## src/rtl/imem_loader_pkg.sv

```systemverilog
`default_nettype none
// =============================================================================
// imem_loader_pkg : shared constants and FSM encoding for the instruction loader
// Revision: 1.0
// =============================================================================
package imem_loader_pkg;

  localparam int IMEM_ADDR_W = 4;
  localparam int IMEM_DATA_W = 16;
  localparam int IMEM_DEPTH  = 2 ** IMEM_ADDR_W;
  localparam int DELAY_W     = 4;

  localparam logic [IMEM_DATA_W-1:0] NOP_WORD = 16'h0000;

  typedef enum logic [1:0] {
    ST_LOAD  = 2'd0,
    ST_HOLD  = 2'd1,
    ST_RUN   = 2'd2,
    ST_ERROR = 2'd3
  } loader_state_e;

  // The accepting edge itself counts as the first cycle of the release delay.
  function automatic logic [DELAY_W-1:0] delay_preset(input int release_delay);
    return DELAY_W'(release_delay - 1);
  endfunction

endpackage
`default_nettype wire

```

## src/rtl/imem_array.sv

```systemverilog
`default_nettype none
// =============================================================================
// imem_array : DEPTH x DATA_W register array, one write port, combinational read
// Revision: 1.0
// =============================================================================
module imem_array
  import imem_loader_pkg::*;
#(
  parameter int ADDR_W = IMEM_ADDR_W,
  parameter int DATA_W = IMEM_DATA_W,
  parameter int DEPTH  = IMEM_DEPTH
) (
  input  logic              clk,
  input  logic              reset,
  input  logic              clear_all,
  input  logic              wr_en,
  input  logic [ADDR_W-1:0] wr_addr,
  input  logic [DATA_W-1:0] wr_data,
  input  logic [ADDR_W-1:0] rd_addr,
  output logic [DATA_W-1:0] rd_data
);

  logic [DATA_W-1:0] mem_q [DEPTH];
  logic [DATA_W-1:0] mem_d [DEPTH];

  // Clear-all wins over a write in the same cycle.
  always_comb begin
    mem_d = mem_q;
    if (clear_all) begin
      for (int i = 0; i < DEPTH; i++) begin
        mem_d[i] = DATA_W'(NOP_WORD);
      end
    end else if (wr_en) begin
      mem_d[wr_addr] = wr_data;
    end
  end

  always_ff @(posedge clk or posedge reset) begin
    if (reset) begin
      for (int i = 0; i < DEPTH; i++) begin
        mem_q[i] <= DATA_W'(NOP_WORD);
      end
    end else begin
      mem_q <= mem_d;
    end
  end

  assign rd_data = mem_q[rd_addr];

endmodule
`default_nettype wire

```

## src/rtl/imem_loader.sv

```systemverilog
`default_nettype none
// =============================================================================
// imem_loader : streams a program into instruction memory, holds the core in
//               reset while loading and serves fetches once the program runs
// Revision: 1.0
// =============================================================================
module imem_loader
  import imem_loader_pkg::*;
#(
  parameter int ADDR_W        = IMEM_ADDR_W,
  parameter int DATA_W        = IMEM_DATA_W,
  parameter int DEPTH         = 2 ** ADDR_W,
  parameter int RELEASE_DELAY = 4
) (
  input  logic              clk,
  input  logic              reset,
  input  logic              load_valid,
  input  logic [DATA_W-1:0] load_data,
  input  logic              load_last,
  output logic              load_ready,
  input  logic              reload,
  input  logic [ADDR_W-1:0] address_to_instruction_memory,
  output logic [DATA_W-1:0] data_from_instruction_memory,
  output logic              core_reset,
  output logic [ADDR_W:0]   word_count,
  output logic              load_done,
  output logic              load_error
);

  loader_state_e      state_q, state_d;
  logic [ADDR_W-1:0]  wptr_q, wptr_d;
  logic [ADDR_W:0]    count_q, count_d;
  logic [DELAY_W-1:0] delay_q, delay_d;

  logic              accept;
  logic              clear_all;
  logic [DATA_W-1:0] rd_data;

  imem_array #(
    .ADDR_W (ADDR_W),
    .DATA_W (DATA_W),
    .DEPTH  (DEPTH)
  ) u_imem_array (
    .clk       (clk),
    .reset     (reset),
    .clear_all (clear_all),
    .wr_en     (accept),
    .wr_addr   (wptr_q),
    .wr_data   (load_data),
    .rd_addr   (address_to_instruction_memory),
    .rd_data   (rd_data)
  );

  always_ff @(posedge clk or posedge reset) begin
    if (reset) begin
      state_q <= ST_LOAD;
      wptr_q  <= '0;
      count_q <= '0;
      delay_q <= '0;
    end else begin
      state_q <= state_d;
      wptr_q  <= wptr_d;
      count_q <= count_d;
      delay_q <= delay_d;
    end
  end

  always_comb begin
    state_d   = state_q;
    wptr_d    = wptr_q;
    count_d   = count_q;
    delay_d   = delay_q;
    accept    = 1'b0;
    clear_all = 1'b0;
    case (state_q)
      ST_LOAD: begin
        // load_ready is high for the whole of LOAD, so valid alone completes the handshake.
        if (load_valid) begin
          accept  = 1'b1;
          wptr_d  = wptr_q + 1'b1;
          count_d = count_q + 1'b1;
          if (load_last) begin
            state_d = ST_HOLD;
            delay_d = delay_preset(RELEASE_DELAY);
          end else if (wptr_q == ADDR_W'(DEPTH - 1)) begin
            state_d = ST_ERROR;
          end
        end
      end
      ST_HOLD: begin
        if (delay_q == '0) begin
          state_d = ST_RUN;
        end else begin
          delay_d = delay_q - 1'b1;
        end
      end
      ST_RUN: begin
        if (reload) begin
          state_d   = ST_LOAD;
          wptr_d    = '0;
          count_d   = '0;
          clear_all = 1'b1;
        end
      end
      ST_ERROR: begin
        state_d = ST_ERROR;
      end
      default: begin
        state_d = ST_LOAD;
      end
    endcase
  end

  always_comb begin
    load_ready = 1'b0;
    core_reset = 1'b1;
    load_done  = 1'b0;
    load_error = 1'b0;
    case (state_q)
      ST_LOAD:  load_ready = 1'b1;
      ST_RUN: begin
        core_reset = 1'b0;
        load_done  = 1'b1;
      end
      ST_ERROR: load_error = 1'b1;
      default: ;
    endcase
  end

  assign word_count = count_q;

  // Fetches see NOPs until the whole program is in place.
  assign data_from_instruction_memory =
      (state_q == ST_RUN) ? rd_data : DATA_W'(NOP_WORD);

endmodule
`default_nettype wire

```

## config.mk

```make
export PLATFORM = sky130hd
export DESIGN_NAME = imem_loader
export DESIGN_NICKNAME = d
export VERILOG_FILES = /design/src/rtl/imem_loader_pkg.sv /design/src/rtl/imem_array.sv /design/src/rtl/imem_loader.sv
export SDC_FILE = /design/constraint.sdc
export NUM_CORES = 1
export LEC_CHECK = 0
export ABC_AREA = 1
export CORE_ASPECT_RATIO = 1.25
export CORE_MARGIN = 10
export CORE_UTILIZATION = 40
export CTS_BUF_LIST = sky130_fd_sc_hd__clkbuf_8
export CTS_CLUSTER_SIZE = 24
export DETAILED_ROUTE_END_ITERATION = 8
export HOLD_SLACK_MARGIN = 0.08
export PLACE_DENSITY = 0.66
export SLEW_MARGIN = 10
export SYNTH_ARGS = -nofsm -noshare
export SYNTH_HDL_FRONTEND = slang
export SYNTH_SLANG_ARGS = --single-unit
```

## constraint.sdc

```tcl
create_clock -name clk -period 9.3 [get_ports clk]
set_clock_uncertainty 0.15 [all_clocks]
set_input_delay 1.86 -clock clk [delete_from_list [all_inputs] [get_ports clk]]
set_output_delay 1.86 -clock clk [all_outputs]
set_load 0.01 [all_outputs]
```

==> out/metrics.cfg <==
[power_and_ir_drop]
seqPwrFrac=0.400
total_switching_power_uw=1240
vdd_drop_max_mv=0.178
internal_power_uw=2160
switching_share=0.365
clock_network_power_share=0.311
leakagePower_uw=0.00699
finalPower_uw=3400
combinationalPowerShare=0.289
power_per_cell_area_nw_per_um2=234

[finish]
area_delta_synth_final_pct=10.2
fraction_of_layout_cells_with_a_size_suffix_above_1=0.0783
final_net_count=1575
layout_commonest_cell=sky130_fd_sc_hd__nand2_1
multi_input_logic_area_um2=4710
final-seq-area_um2=6780
n_fill_cell=3222
most-common-layout-cells=298 x sky130_fd_sc_hd__nand2_1, 287 x sky130_fd_sc_hd__inv_1, 271 x sky130_fd_sc_hd__dfrtp_1, 252 x sky130_fd_sc_hd__o22ai_1, 232 x sky130_fd_sc_hd__nand3_1
final_util=0.445
antennaDiodeCount=0

[sta]
final-max-slew-violation-count=0
setup-tns-final_ns=0
unrepaired_setup_endpoints_after_global_routing=no
fmax_mhz=153
post-route-worst-setup-slack_ns=2.75
max_slew.worst_pin.slew_ns=1.21
hold_viol_final=0
slew_headroom=0.191
period_minus_slack_ns=6.55
timing.final.setup_violations=0
min_period_over_period=0.704

[global_route]
overflow=0
grt_start_max_net_pins=174
first_global_vias=11400
antenna_violations_before_repair=0
grt_pass1_wl_um=63800
grt.total_usage=0.193

[worst_setup_path]
critical_path_required_ns=7.29
end_kind=primary output
worst_path_most_repeated_cell=sky130_fd_sc_hd__nand3_1
worstSetupStartpointType=primary input
crit_family=buffers and inverters
critical_path_depth=9
cp_cell_sequence=buf_4 > inv_4 > buf_4 > nand2_1 > nand3_1 > nand3_1 > nand3_1 > a21oi_1 > clkdlybuf4s50_1
worstPathArrival_ns=4.54
path_type_of_the_worst_setup_path=in2out
timing.critical_path.fanout_max=80
critPathSlowestCell=sky130_fd_sc_hd__inv_4
cp_num_buf_inv=4
reg2reg_depth=5
critical-path-max-stage-delay_ns=0.69

[synthesis]
synth_simple_gate_area_share=0.206
ffs_w_async_s_r_synth=1.00
postSynth.topFlopCell=sky130_fd_sc_hd__dfrtp_1
synth_warnings=0
synth-xor-area-share=0.00265
synth.area.mux_share=0
yosysSeqAreaShare=0.514
synth-seq-cells=271
main_combinational_cell_family_by_area_after_synthesis=simple AND/OR/NAND/NOR gates
netlist-cell-type-count=31
post_synth_instance_area_um2=13200
synth-edff-count=0
post_synth_inst_count=1540
syn_area_per_cell_um2=8.58
synth-compound-area-share=0.138
syn-num-nets=1575
post_synth_fa_ha_maj_area_fraction=0.00947

[clock_tree]
clock_path_buffers=3
tritoncts.num_buffers=47
root_buffer=sky130_fd_sc_hd__clkbuf_8
hold_buffers=0
cts_setup_buffers=0
cts_sinks=271
cts_max_level=2
count_of_instances_resized_after_the_clock_tree_is_built=0
worst_setup_hold_path_clk_slew_ns=0.06
cts_tree=done
insertion_delay_ns=0.56

[drt]
drt_drc_violations_left=0
dr.first_iter.drc_count=1254
avgViaCountPerCell=5.70
detailroute.via_count=11300
wl_um=40000
first_pass_iters=6
wire_per_inst_um=20.1
antenna_left=0

[min_path]
worst_hold_path.num_cells=2
hold_class=reg2reg

[floorplan]
floorplan.core_area_um2=32700
ioPinCount=50
initial_core_util=0.404
floorplan.die.width_um=183
die_height_um=223
die_area_um2=40700
placement_rows=74

[place]
routabilityCongestion=0.835
dp.final_hpwl_um=23500
dp_slack_ns=2.72
place.port_buffers=49

[flow_run]
number_of_max_capacitance_violations_reported=0

[run_status]
run_status=finished, final reports clean

-- flip-flops by register name, summed over array words and instances, names as in the netlist --
name,cells
u_imem_array.mem_q,256
word_count,5
delay_q,4
wptr_q,4
state_q,2
-- per-stage QoR --
step | hold slack [ns] | cell area, µm² | std cells
final | 0.371 | 14600 | 1988
after floorplan | 0.334 | 13200 | 1540
after CTS | 0.374 | 14600 | 1988
after detailed placement | 0.360 | 13700 | 1909
after global placement | 0.350 | 13700 | 1909
after global routing | 0.387 | 14600 | 1988
-- cells in the mapped netlist, drive strengths merged (4+ instances only) --
library cell	count	area, µm²
a21oi	22	110
nor2	5	18.8
inv	281	1050
o21ai	12	63.8
nand4	5	56.3
clkbuf	25	93.8
o31ai	4	30.0
o22ai	253	1590
nand3	244	1360
buf	82	553
ha	10	125
nand2	316	1280
dfrtp	271	6780
-- logic make-up (layout without fill, tap and decap cells) --
| logic type | count (synthesis) | after routing |
|---|---|---|
| AND/OR/NAND/NOR | 571 | 571 |
| buffers and inverters | 389 | 419 |
| AO/OA/AOI/OAI | 295 | 295 |
| flip-flops | 271 | 271 |
| adder cells (fa/ha/maj) | 10 | 10 |
| XOR/XNOR | 4 | 4 |
-- path summary, 6_finish.rpt --
path / start / to / slack, ns
max: address_to_instruction_memory[0] / data_from_instruction_memory[15] / 2.75
min: u_imem_array.mem_q[229] / u_imem_array.mem_q[229] / 0.37
max reg2reg: state_q[0] / u_imem_array.mem_q[2] / 6.08
min reg2reg: u_imem_array.mem_q[229] / u_imem_array.mem_q[229] / 0.37
max in group asynchronous: reset / u_imem_array.mem_q[149] / 6.00
min in group asynchronous: reset / u_imem_array.mem_q[137] / 1.62
-- metal layers --
| layer | GRT usage | vias up | routed length (µm) |
|---|---|---|---|
| met2 | 0.304 | 551 | 18600 |
| met1 | 0.264 | 5570 | 16900 |
| met3 | 0.0295 | 95 | 3350 |
| met5 | 0 | - | 0 |
| met4 | 0.0691 | 0 | 1140 |
| li1 | - | 5117 | - |
-- layout make-up --
cell class	instances	area share
flip-flops and latches	271	0.466
multi-input cells	880	0.323
inverters	282	0.0740
clock buffers	60	0.0567
repair buffers	58	0.0387
well taps	418	0.0359
clock inverters	19	0.00559
-- tightest hold or removal path, delay by kind of cell (launching register included) --
kind / cells / cell delay, ns
compound gates: 1 / 0.11
buf+inv: 1 / 0.05
flops: 1 / 0.32
-- power groups by stage --
stage | clock, µW | sequential [µW] | combinational [µW]
2_1_floorplan | 0 | 1370 | 696
3_3_place_gp | 0 | 1380 | 954
3_5_place_dp | 0 | 1380 | 969
4_1_cts | 1070 | 1360 | 974
5_1_grt | 1130 | 1370 | 1080
6_report | 1060 | 1360 | 983
No activity file was read; power rests on OpenSTA's default activity.
